### src/rtl/pm_clk_gate_ctrl_if.sv
// Signal bundle between the clock-gate controller and its CSR, wake-source and Q-channel peers.
// The master side is the controller; the slave side is everything around it.
interface pm_clk_gate_ctrl_if #(
    parameter int unsigned NUM_REQ = 4,
    parameter int unsigned CNT_W   = 8
);
    localparam int unsigned GC_W = 16;

    logic               scan_mode;
    logic [NUM_REQ-1:0] wake_req;
    logic               dom_busy;
    logic               force_on;
    logic               hyst_wr;
    logic [CNT_W-1:0]   hyst_val;
    logic               qaccept_n;
    logic               qdeny;
    logic               qreq_n;
    logic               clk_en;
    logic               clk_active;
    logic [GC_W-1:0]    gate_cnt;

    modport master (
        input  scan_mode, wake_req, dom_busy, force_on, hyst_wr, hyst_val, qaccept_n, qdeny,
        output qreq_n, clk_en, clk_active, gate_cnt
    );

    modport slave (
        output scan_mode, wake_req, dom_busy, force_on, hyst_wr, hyst_val, qaccept_n, qdeny,
        input  qreq_n, clk_en, clk_active, gate_cnt
    );
endinterface

### src/rtl/pm_clk_gate_ctrl.sv
// Idle-detect clock-gating controller: hysteresis timer plus Q-channel handshake
// driving the enable of one gated sub-domain's clock header.
module pm_clk_gate_ctrl #(
    parameter int unsigned NUM_REQ      = 4,
    parameter int unsigned CNT_W        = 8,
    parameter int unsigned DEFAULT_HYST = 16
) (
    input  logic                 clk,
    input  logic                 rst_l,
    pm_clk_gate_ctrl_if.master   ctrl_if
);
    localparam int unsigned GC_W = 16;

    typedef enum logic [2:0] {
        S_RUN, S_IDLE_WAIT, S_Q_REQ, S_GATED, S_EXIT, S_DENIED
    } state_e;

    state_e             state_q, state_d;
    logic [CNT_W-1:0]   cnt_q, cnt_d;
    logic [CNT_W-1:0]   hyst_q, hyst_d;
    logic [GC_W-1:0]    gate_cnt_q, gate_cnt_d;
    logic               qreq_n_q, qreq_n_d;
    logic               clk_active_q, clk_active_d;
    logic [NUM_REQ-1:0] wake_req;
    logic               wake;
    logic               active;

    assign wake_req = ctrl_if.wake_req;

    // Next-state, counters and next values of the registered outputs.
    always_comb begin
        wake         = (|wake_req) | ctrl_if.force_on;
        active       = wake | ctrl_if.dom_busy;
        state_d      = state_q;
        cnt_d        = cnt_q;
        gate_cnt_d   = gate_cnt_q;
        hyst_d       = ctrl_if.hyst_wr ? ctrl_if.hyst_val : hyst_q;
        qreq_n_d     = 1'b1;
        clk_active_d = 1'b1;

        case (state_q)
            S_RUN: begin
                if (!active) begin
                    if (hyst_q == '0) begin
                        state_d = S_Q_REQ;
                    end else begin
                        state_d = S_IDLE_WAIT;
                        cnt_d   = hyst_q;
                    end
                end
            end
            S_IDLE_WAIT: begin
                if (active) begin
                    state_d = S_RUN;
                end else if (cnt_q == CNT_W'(1)) begin
                    state_d = S_Q_REQ;
                end else begin
                    cnt_d = cnt_q - CNT_W'(1);
                end
            end
            // A wake here is held off until the domain has answered.
            S_Q_REQ: begin
                if (!ctrl_if.qaccept_n) begin
                    state_d = S_GATED;
                    if (gate_cnt_q != '1) begin
                        gate_cnt_d = gate_cnt_q + GC_W'(1);
                    end
                end else if (ctrl_if.qdeny) begin
                    state_d = S_DENIED;
                end
            end
            S_GATED: begin
                if (wake) begin
                    state_d = S_EXIT;
                end
            end
            S_EXIT: begin
                if (ctrl_if.qaccept_n) begin
                    state_d = S_RUN;
                end
            end
            S_DENIED: begin
                if (!ctrl_if.qdeny) begin
                    state_d = S_RUN;
                end
            end
            default: state_d = S_RUN;
        endcase

        qreq_n_d     = !((state_d == S_Q_REQ) || (state_d == S_GATED));
        clk_active_d = (state_d != S_GATED);
    end

    always_ff @(posedge clk or negedge rst_l) begin
        if (!rst_l) begin
            state_q      <= S_RUN;
            cnt_q        <= '0;
            hyst_q       <= CNT_W'(DEFAULT_HYST);
            gate_cnt_q   <= '0;
            qreq_n_q     <= 1'b1;
            clk_active_q <= 1'b1;
        end else begin
            state_q      <= state_d;
            cnt_q        <= cnt_d;
            hyst_q       <= hyst_d;
            gate_cnt_q   <= gate_cnt_d;
            qreq_n_q     <= qreq_n_d;
            clk_active_q <= clk_active_d;
        end
    end

    // Flop outputs keep the header enable glitch-free; scan only overrides the enable.
    assign ctrl_if.qreq_n     = qreq_n_q;
    assign ctrl_if.clk_active = clk_active_q;
    assign ctrl_if.clk_en     = clk_active_q | ctrl_if.scan_mode;
    assign ctrl_if.gate_cnt   = gate_cnt_q;
endmodule

### src/flat_wrapper.sv
// flat-port wrapper written by rule: the top's interface ports become plain ports
module pm_clk_gate_ctrl_flat 
#(
    parameter int unsigned NUM_REQ      = 4,
    parameter int unsigned CNT_W        = 8,
    parameter int unsigned DEFAULT_HYST = 16
)
  (clk, rst_l, ctrl_if_scan_mode, ctrl_if_wake_req, ctrl_if_dom_busy, ctrl_if_force_on, ctrl_if_hyst_wr, ctrl_if_hyst_val, ctrl_if_qaccept_n, ctrl_if_qdeny, ctrl_if_qreq_n, ctrl_if_clk_en, ctrl_if_clk_active, ctrl_if_gate_cnt);
  pm_clk_gate_ctrl_if #(.NUM_REQ(NUM_REQ), .CNT_W(CNT_W)) ctrl_if_i ();
  input  logic clk;
  input  logic rst_l;
  input wire logic [$bits(ctrl_if_i.scan_mode)-1:0] ctrl_if_scan_mode;
  input wire logic [$bits(ctrl_if_i.wake_req)-1:0] ctrl_if_wake_req;
  input wire logic [$bits(ctrl_if_i.dom_busy)-1:0] ctrl_if_dom_busy;
  input wire logic [$bits(ctrl_if_i.force_on)-1:0] ctrl_if_force_on;
  input wire logic [$bits(ctrl_if_i.hyst_wr)-1:0] ctrl_if_hyst_wr;
  input wire logic [$bits(ctrl_if_i.hyst_val)-1:0] ctrl_if_hyst_val;
  input wire logic [$bits(ctrl_if_i.qaccept_n)-1:0] ctrl_if_qaccept_n;
  input wire logic [$bits(ctrl_if_i.qdeny)-1:0] ctrl_if_qdeny;
  output wire logic [$bits(ctrl_if_i.qreq_n)-1:0] ctrl_if_qreq_n;
  output wire logic [$bits(ctrl_if_i.clk_en)-1:0] ctrl_if_clk_en;
  output wire logic [$bits(ctrl_if_i.clk_active)-1:0] ctrl_if_clk_active;
  output wire logic [$bits(ctrl_if_i.gate_cnt)-1:0] ctrl_if_gate_cnt;
  assign ctrl_if_i.scan_mode = ctrl_if_scan_mode;
  assign ctrl_if_i.wake_req = ctrl_if_wake_req;
  assign ctrl_if_i.dom_busy = ctrl_if_dom_busy;
  assign ctrl_if_i.force_on = ctrl_if_force_on;
  assign ctrl_if_i.hyst_wr = ctrl_if_hyst_wr;
  assign ctrl_if_i.hyst_val = ctrl_if_hyst_val;
  assign ctrl_if_i.qaccept_n = ctrl_if_qaccept_n;
  assign ctrl_if_i.qdeny = ctrl_if_qdeny;
  assign ctrl_if_qreq_n = ctrl_if_i.qreq_n;
  assign ctrl_if_clk_en = ctrl_if_i.clk_en;
  assign ctrl_if_clk_active = ctrl_if_i.clk_active;
  assign ctrl_if_gate_cnt = ctrl_if_i.gate_cnt;
  pm_clk_gate_ctrl #(.NUM_REQ(NUM_REQ), .CNT_W(CNT_W), .DEFAULT_HYST(DEFAULT_HYST)) u_core (.clk(clk), .rst_l(rst_l), .ctrl_if(ctrl_if_i));
endmodule
### config.mk
export PLATFORM = sky130hd
export DESIGN_NAME = pm_clk_gate_ctrl_flat
export DESIGN_NICKNAME = d
export VERILOG_FILES = /design/src/rtl/pm_clk_gate_ctrl_if.sv /design/src/rtl/pm_clk_gate_ctrl.sv /design/src/flat_wrapper.sv
export SDC_FILE = /design/constraint.sdc
export NUM_CORES = 1
export LEC_CHECK = 0
export ABC_AREA = 1
export CORE_UTILIZATION = 48
export DETAILED_ROUTE_END_ITERATION = 16
export GPL_ROUTABILITY_DRIVEN = 0
export GPL_TIMING_DRIVEN = 0
export HOLD_SLACK_MARGIN = 0.1
export PLACE_DENSITY = 0.77
export SETUP_SLACK_MARGIN = 0.4
export SLEW_MARGIN = 20
export SYNTH_ARGS = -nofsm -noshare
export SYNTH_HDL_FRONTEND = slang
export SYNTH_SLANG_ARGS = --single-unit
### constraint.sdc
create_clock -name clk -period 1.6 [get_ports clk]
set_clock_uncertainty 0.15 [all_clocks]
set_input_delay 0.32 -clock clk [delete_from_list [all_inputs] [get_ports clk]]
set_output_delay 0.32 -clock clk [all_outputs]
set_load 0.01 [all_outputs]
### Word-level counts from Yosys, hierarchy flattened

Index checks and enable logic that the tools add are counted.

* register bits after elaboration: 37
* bits of input ports: 20
* output and inout bits: 19
* logic and storage cells: 49

* $add $sub $neg: 2
* equal/unequal tests: 14
* multiplexer cells: 15
* bitwise gates (word level): 4
* reduce and logical (&&, ||, !) cells: 8

Operators by type and width (number)
* $mux 8: 4
* $mux 3: 8
* $pmux 3 s6: 1
* $add 16x1->16 const B: 1
* $ne 16x16->1 const B: 1
* $pmux 8 s2: 1
* $eq 3x2->1 const B: 4
* $eq 8x1->1 const B: 1
* $logic_not 8->1: 1
* $ne 2x2->1 const B: 4
* $sub 8x1->8 const B: 1
* $eq 3x3->1 const B: 2
* $reduce_and 5->1: 1
* $reduce_or 4->1: 1
* $eq 3x1->1 const B: 1
* $logic_not 3->1: 1
* $ne 3x2->1 const B: 1
* $or 1x1->1: 3
* $reduce_and 3->1: 1
* $mux 2: 1
* $reduce_bool 2->1: 1
* $logic_not 1->1: 1
* $logic_or 1x1->1: 1
* $not 1->1: 1

### Logic depth before layout (Yosys ltp)

Gate-level depths: netlist of the first run.

* depth after elaboration: 8
* gate-level depth with buffers: 10
* gate-level depth less buffers: 10

### Worst setup path after synthesis of the first run

OpenSTA, ideal clock, no wires.

* kind: register to register
* start: register u_core.gate_cnt_q[0] (netlist: u_core.ctrl_if.gate_cnt[0])
* end: register u_core.gate_cnt_q[3] (netlist: u_core.ctrl_if.gate_cnt[3])
* library setup time: 123 ps
* arrival: 1440 ps
* data required time: 1327 ps
* setup slack: -113 ps
* stages on the path, launching flop included: 10
* path buffers: 1
* period minus slack after synthesis: 1713 ps
* cells stage by stage: dfrtp_1 ha_1 nand3_2 nor3_4 nand3_2 nand2_4 inv_4 buf_6 nand3_2 nand2_1

* longest elaborated chain between the ends: 2
* elaborated cells on any way between the ends: 3
* classes of those cells: add/sub: 1; eq/ne: 1; reduce/logical: 1

RTL lines
* from (decl): line pm_clk_gate_ctrl.sv:21 `logic [GC_W-1:0] gate_cnt_q, gate_cnt_d;`
* from (signal assigned): line pm_clk_gate_ctrl.sv:106 `gate_cnt_q <= gate_cnt_d;`
* parallel branches: the longest is 2 deep, another holds $add 16x1->16

Several ways; the timed one is not identified.
A chain may end at the register's enable or synchronous reset.

### Worst setup path after layout of the first run

* start: register u_core.gate_cnt_q[12] (netlist: u_core.ctrl_if.gate_cnt[12])
* end: register u_core.gate_cnt_q[14] (netlist: u_core.ctrl_if.gate_cnt[14])

The elaborated chain is that of the path after synthesis.

==> out/results.ini, run 1 <==
[outcome]
status = finished with violations
violations = hold timing, setup timing

[synthesis]
avgSynthCellArea_um2 = 7.15
ys_ff_latch = 37
synthCells = 310
syn_area_um2 = 2220
ys_top_cells_by_area = dfrtp_1 38%, nand2_1 17%, inv_1 7.1%
synth_cell_types = 28
yosysWarnings = 0
synth-seq-area-share_pct = 42.0
synth_top_area_cell = dfrtp_1
syn-num-nets = 333
synth_top_area_share_pct = 38.4

[pwr]
power.total_w = 0.00247
p_leak_nw = 1.76
vdd_ir_drop_max_uv = 594
power_density_nw_per_um2 = 663

[setup_path]
cp-start-kind = flip-flop
critical_path.max_fanout = 5
crit_type = flip-flop to flip-flop
cp_slowest_stage_delay_ps = 400
cp.arrival_ps = 1750
crit_path_end_kind = flip-flop
cp_cell_sequence = buf_4 -> nand2_1 -> nor3_2 -> nand3_2 -> nand2_4 -> inv_4 -> buf_4 -> nand2_1 -> o21ai_0
crit_path_top_delay_cell = dfrtp_2
required_ps = 1630

[timing]
tightestPinTransition_ps = 509
hold_slack_ps = -171
fin_crit_sh_pct = 107
fin_ws_ps = -114
hold_violations = 17
fmax_mhz = 583
setup_viol = 21
fin_tns_setup_ps = -1510
slew_viol_final = 0
rsz0062_at_grt = yes
maxSlewHeadroom_pct = 66.1
fin_crit_ps = 1710

[die]
die_area_um2 = 4890
die_w_um = 69.9
rows = 24
die_h_um = 69.9
initial_utilization_pct = 50.5
ios = 39
core_um2 = 4380

[layout]
fill_cells = 193
final-seq-area_um2 = 946
multi_input_area_um2 = 1430
drive_gt1_share_pct = 47.5
area_growth_pct = 68.0
num_antenna_cells = 0
final_nets = 441
postLayoutCoreUtil_pct = 84.9

[global_routing]
antenna_found_initial = 0
grt_overflow = 0
grt_max_degree = 20
grtUsageTotal_pct = 28.2
grt_pass1_wl_um = 10900
grt_pass1_vias = 2374

[route]
first_iter_violations = 372
detail_route.wl_per_cell_um = 17.6
drt_pre_antenna_iters = 6
drt-total-wl_um = 8290
final_antenna_net_count = 0
drc_errors = 0
viasPerCell = 5.76
num_vias = 2714

[clock_network]
insertion_delay_ps = 300
htree_levels = 2
root_buffer = clkbuf_8
numCtsBuffers = 5
path_clk_slew_ps = 80
clock_path_buffers = 2
clock_sinks = 37
cts_tree = built

[placed_design]
pre_cts_slack_ps = -427
dp_hpwl_um = 3810
port_buffers = 38

[run]
maxCapViolations = 0

[min_path]
hold_path.class = input port to asynchronous set/reset pin

[cells in the mapped netlist]
library cell and n:
dfrtp_1 34, nor2_1 32, o21ai_1 1, buf_6 2, buf_2 1, nand3_1 27
o21ai_0 22, a21oi_1 2, nand2_2 2, nor3_1 7, nand2_1 100, or2_2 1
nand3_2 5, ha_1 3, nor2_4 2, clkbuf_1 1, nand3b_1 1, xor2_1 4
o21ai_2 1, nand4_1 9, a31oi_1 1, nor3_4 1, inv_4 1, nand2_4 1
dfstp_2 3, xnor2_1 3, inv_2 1, inv_1 42
[worst paths after layout]
check | cells after the start | start | end | slack (ps)
max | 9 | u_core.ctrl_if.gate_cnt[12] | u_core.ctrl_if.gate_cnt[14] | -110
min | 1 | rst_l | u_core.ctrl_if.gate_cnt[6] | -170
max reg2reg | 9 | u_core.ctrl_if.gate_cnt[12] | u_core.ctrl_if.gate_cnt[14] | -110
min reg2reg | 2 | u_core.hyst_q[4] | u_core.hyst_q[4] | 380
max in group asynchronous | 2 | rst_l | u_core.ctrl_if.qreq_n | 920
min in group clk | 2 | ctrl_if_hyst_wr | u_core.hyst_q[4] | 190
[repair_timing]
item	CTS	global route
gates cloned	3	0
endpoints found under the setup margin	55	56
setup buffers	51	8
endpoints found under the hold margin	17	17
pin swaps	30	22
resized for setup	159	47
[registers in the layout (all words and copies together) (netlist names)]
name                       count
u_core.ctrl_if.gate_cnt       16
u_core.cnt_q                   8
u_core.hyst_q                  8
u_core.state_q                 3
u_core.ctrl_if.clk_active      1
u_core.ctrl_if.qreq_n          1
[metrics by stage]
step           instance area (um^2)  std cells
6_report                       3720        471
5_1_grt                        3720        471
4_1_cts                        3510        463
3_5_place_dp                   2800        401
3_3_place_gp                   2780        400
2_1_floorplan                  2330        310
[kinds of logic after synthesis]
logic type | after synthesis | synth area share (%)
compound gates | 27 | 6.32
simple gates | 188 | 38.3
xor+xnor | 7 | 2.77
flops | 37 | 42.0
buf+inv | 48 | 8.98
fa+ha+maj | 3 | 1.69
[report_power, final]
part	internal, W	total [W]	switching (W)
clock network	0.000508	0.000861	0.000352
registers	0.00101	0.00110	0.0000865
logic	0.000227	0.000509	0.000281
total	0.00175	0.00247	0.000720
[layout make-up]
| class | count | share of cell area (%) |
|---|---|---|
| flip-flops and latches | 37 | 25.4 |
| repair buffers | 100 | 25.6 |
| well taps | 52 | 1.75 |
| plain buffers | 4 | 1.21 |
| multi-input cells | 226 | 38.3 |
| clock inverters | 1 | 0.806 |
| clock buffers | 7 | 2.32 |
| inverters | 44 | 4.57 |
[placed cells by master, fill, tap and decap left out, types with 3 or more instances in the layout]
cell | netlist | final
nor2_4 | 2 | 6
nand2_4 | 1 | 5
buf_4 | 0 | 40
dfstp_2 | 3 | 3
dlygate4sd2_1 | 0 | 6
inv_1 | 42 | 32
nor3_2 | 0 | 3
nand2_2 | 2 | 25
inv_2 | 1 | 10
clkbuf_8 | 0 | 6
dfrtp_2 | 0 | 13
nand4_1 | 9 | 9
nand3_2 | 5 | 10
o21ai_0 | 22 | 15
xor2_1 | 4 | 4
nor2_1 | 32 | 17
buf_6 | 2 | 38
nor3_1 | 7 | 3
nand3_4 | 0 | 6
nor2_2 | 0 | 11
o21ai_1 | 1 | 6
clkdlybuf4s50_1 | 0 | 11
nand2_1 | 100 | 74
buf_2 | 1 | 5
dfrtp_1 | 34 | 21
nand3_1 | 27 | 16
ha_4 | 0 | 3
o21ai_2 | 1 | 3
[worst max-delay path: cells and delay by family, from the launching register on]
family,cells,cell delay (ps)
buffers and inverters,3,360
and+or+nand+nor,5,600
AOI/OAI and AO/OA,1,80
DFF,1,400
[metal layers]
| metal | track usage, % | part of all wire (%) |
|---|---|---|
| met1 | 36.8 | 36 |
| met2 | 47.5 | 49 |
| met3 | 4.33 | 9.2 |
| met4 | 9.56 | 5.3 |
| met5 | 0 | 0 |
No activity file was read; power rests on OpenSTA's default activity.
==> run 2: changes to the inputs <==
--- a/config.mk
+++ b/config.mk
@@ -6,13 +6,13 @@
 export NUM_CORES = 1
 export LEC_CHECK = 0
 export ABC_AREA = 1
+export CORE_ASPECT_RATIO = 1.2
 export CORE_UTILIZATION = 48
 export DETAILED_ROUTE_END_ITERATION = 16
 export GPL_ROUTABILITY_DRIVEN = 0
 export GPL_TIMING_DRIVEN = 0
 export HOLD_SLACK_MARGIN = 0.1
 export PLACE_DENSITY = 0.77
-export SETUP_SLACK_MARGIN = 0.4
 export SLEW_MARGIN = 20
 export SYNTH_ARGS = -nofsm -noshare
 export SYNTH_HDL_FRONTEND = slang
==> out/results.ini, run 2 (same netlist as run 1, synthesis figures left out) <==
[global_routing]
grt_overflow = 0  ; unchanged
antenna_found_initial = 0  ; unchanged
grtUsageTotal_pct = 27.8  ; -0.35 points
grt_max_degree = 23  ; +15%
grt_busiest_layer = met2
grt_pass1_wl_um = 10500  ; -3.4%
grt_pass1_vias = 2372  ; -0.084%
gr-usage-met2_pct = 47.6  ; about the same
globalRouteMet3Util_pct = 5.69  ; +1.4 points
grt.met1_usage_pct = 32.1  ; -4.7 points

[layout]
final-seq-area_um2 = 940  ; -0.66%
fill_cells = 252  ; +31%
layout.cells.most_common = nand2_1
multi_input_area_um2 = 1380  ; -3.4%
area_growth_pct = 56.9
largest_reg_flops = 16  ; unchanged
postLayoutCoreUtil_pct = 79.7  ; -5.2 points
final_nets = 422  ; -4.3%
final_cells = 456  ; -3.2%
num_antenna_cells = 0  ; unchanged
layout.cells.most_common_list = 69 x nand2_1, 34 x inv_1, 34 x buf_4
drive_gt1_share_pct = 36.0  ; -11 points

[setup_path]
crit_path_end_kind = flip-flop
cp-start-kind = flip-flop
rr_worst_depth = 9  ; unchanged
cp.arrival_ps = 1760  ; about the same
crit_type = flip-flop to flip-flop
r2r_slack_ps = -130  ; -20 ps
required_ps = 1630  ; about the same
critical_path.max_fanout = 6  ; +1

[die]
die_h_um = 76.4  ; +9.3%
initial_utilization_pct = 50.8  ; +0.29 points
ios = 39  ; unchanged
core_um2 = 4360  ; -0.57%
die_w_um = 64.0  ; -8.5%
rows = 26  ; +8.3%
die_area_um2 = 4890  ; about the same

[timing]
setup_viol = 12  ; -43%
fin_crit_sh_pct = 108  ; +1.0 points
fin_ws_ps = -130  ; -16.2 ps
fmax_mhz = 578  ; -0.94%
slew_viol_final = 0  ; unchanged
hold_violations = 0  ; -17
fin_tns_setup_ps = -689  ; +817 ps
tightestPinTransition_ps = 424  ; -85.0 ps
rsz0062_at_grt = yes
maxSlewHeadroom_pct = 71.7  ; +5.7 points
fin_crit_ps = 1730  ; +16.2 ps

[pwr]
power_density_nw_per_um2 = 635  ; -4.2%
p_leak_nw = 1.65  ; -6.1%
power.total_w = 0.00221  ; -11%
vdd_ir_drop_max_uv = 471  ; -21%

[route]
drt_pre_antenna_iters = 4  ; -2
final_antenna_net_count = 0  ; unchanged
first_iter_violations = 233  ; -37%
num_vias = 2500  ; -7.9%
viasPerCell = 5.48  ; -4.9%
detail_route.wl_per_cell_um = 15.5  ; -12%
drc_errors = 0  ; unchanged
drt-total-wl_um = 7080  ; -14%

[outcome]
status = finished with violations
violations = setup timing

[clock_network]
numCtsBuffers = 5  ; unchanged
root_buffer = clkbuf_8
path_clk_slew_ps = 80  ; about the same
insertion_delay_ps = 300  ; about the same
htree_levels = 2  ; unchanged
clock_path_buffers = 2  ; unchanged
clock_sinks = 37  ; unchanged
cts_tree = built

[placed_design]
port_buffers = 38  ; unchanged
placed_cells = 405  ; +1.0%
dp_hpwl_um = 3660  ; -4.0%
pre_cts_slack_ps = -540  ; -112 ps

[run]
maxCapViolations = 0  ; unchanged

[min_path]
hold_path.class = input port to asynchronous set/reset pin

-- run 2: final cells by class --
| type | instances | share of cell area (%) |
|---|---|---|
| sequential | 37 | 27.0 |
| inverter | 44 | 4.90 |
| buffer | 4 | 1.30 |
| tap | 56 | 2.02 |
| multi-input combinational | 225 | 39.7 |
| clock buffer | 8 | 2.59 |
| timing repair buffer | 82 | 22.5 |
-- run 2: what timing repair did --
action                                  CTS  global route
setup buffers                            32             8
endpoints found under the setup margin   39            26
hold buffers                              1             0
pin swaps                                15            19
hold endpoints to repair                 13             0
gates resized for setup                  60            72
cloned                                    2             0
-- run 2: per-stage QoR --
step / instance area [um^2] / hold slack, ps
2_1_floorplan: 2230 / -126
3_3_place_gp: 2680 / 312
3_5_place_dp: 2700 / 125
4_1_cts: 3200 / 333
5_1_grt: 3480 / 381
6_report: 3480 / 341
-- run 2: final timing paths --
kind / end / from
setup / recovery: u_core.ctrl_if.gate_cnt[4] / u_core.ctrl_if.gate_cnt[10]
hold / removal: u_core.ctrl_if.gate_cnt[7] / rst_l
setup reg to reg: u_core.ctrl_if.gate_cnt[4] / u_core.ctrl_if.gate_cnt[10]
hold reg to reg: u_core.cnt_q[7] / u_core.cnt_q[7]
max in group asynchronous: u_core.hyst_q[4] / rst_l
min in group clk: u_core.cnt_q[7] / u_core.cnt_q[7]
-- run 2: routing by layer --
layer / vias to the layer above / wire (um)
li1: 1165 / -
met1: 1180 / 2700
met2: 115 / 3710
met3: 40 / 362
met4: 0 / 318
met5: - / 0
-- run 2: report_power, final --
part	internal, W	total [W]	switching, W
Sequential	0.00101	0.00109	0.0000777
Combinational	0.000186	0.000417	0.000231
Clock	0.000352	0.000699	0.000347
-- run 2: worst max-delay path, stage by stage (launching register included) --
cell	delay, ps
dfrtp_2	420
buf_4	180
nand2_2	80
nor2_1	60
nand3_2	90
nand2_4	90
buf_6	150
buf_6	120
o21ai_0	190
nand2_1	80
==> run 3: changes to the inputs <==
--- a/config.mk
+++ b/config.mk
@@ -8,6 +8,7 @@
 export ABC_AREA = 1
 export CORE_ASPECT_RATIO = 1.2
 export CORE_UTILIZATION = 48
+export CTS_CLUSTER_DIAMETER = 50
 export DETAILED_ROUTE_END_ITERATION = 16
 export GPL_ROUTABILITY_DRIVEN = 0
 export GPL_TIMING_DRIVEN = 0
==> results of run 3 <==
No change in the layout: final DEF, timing and power equal those of run 2.
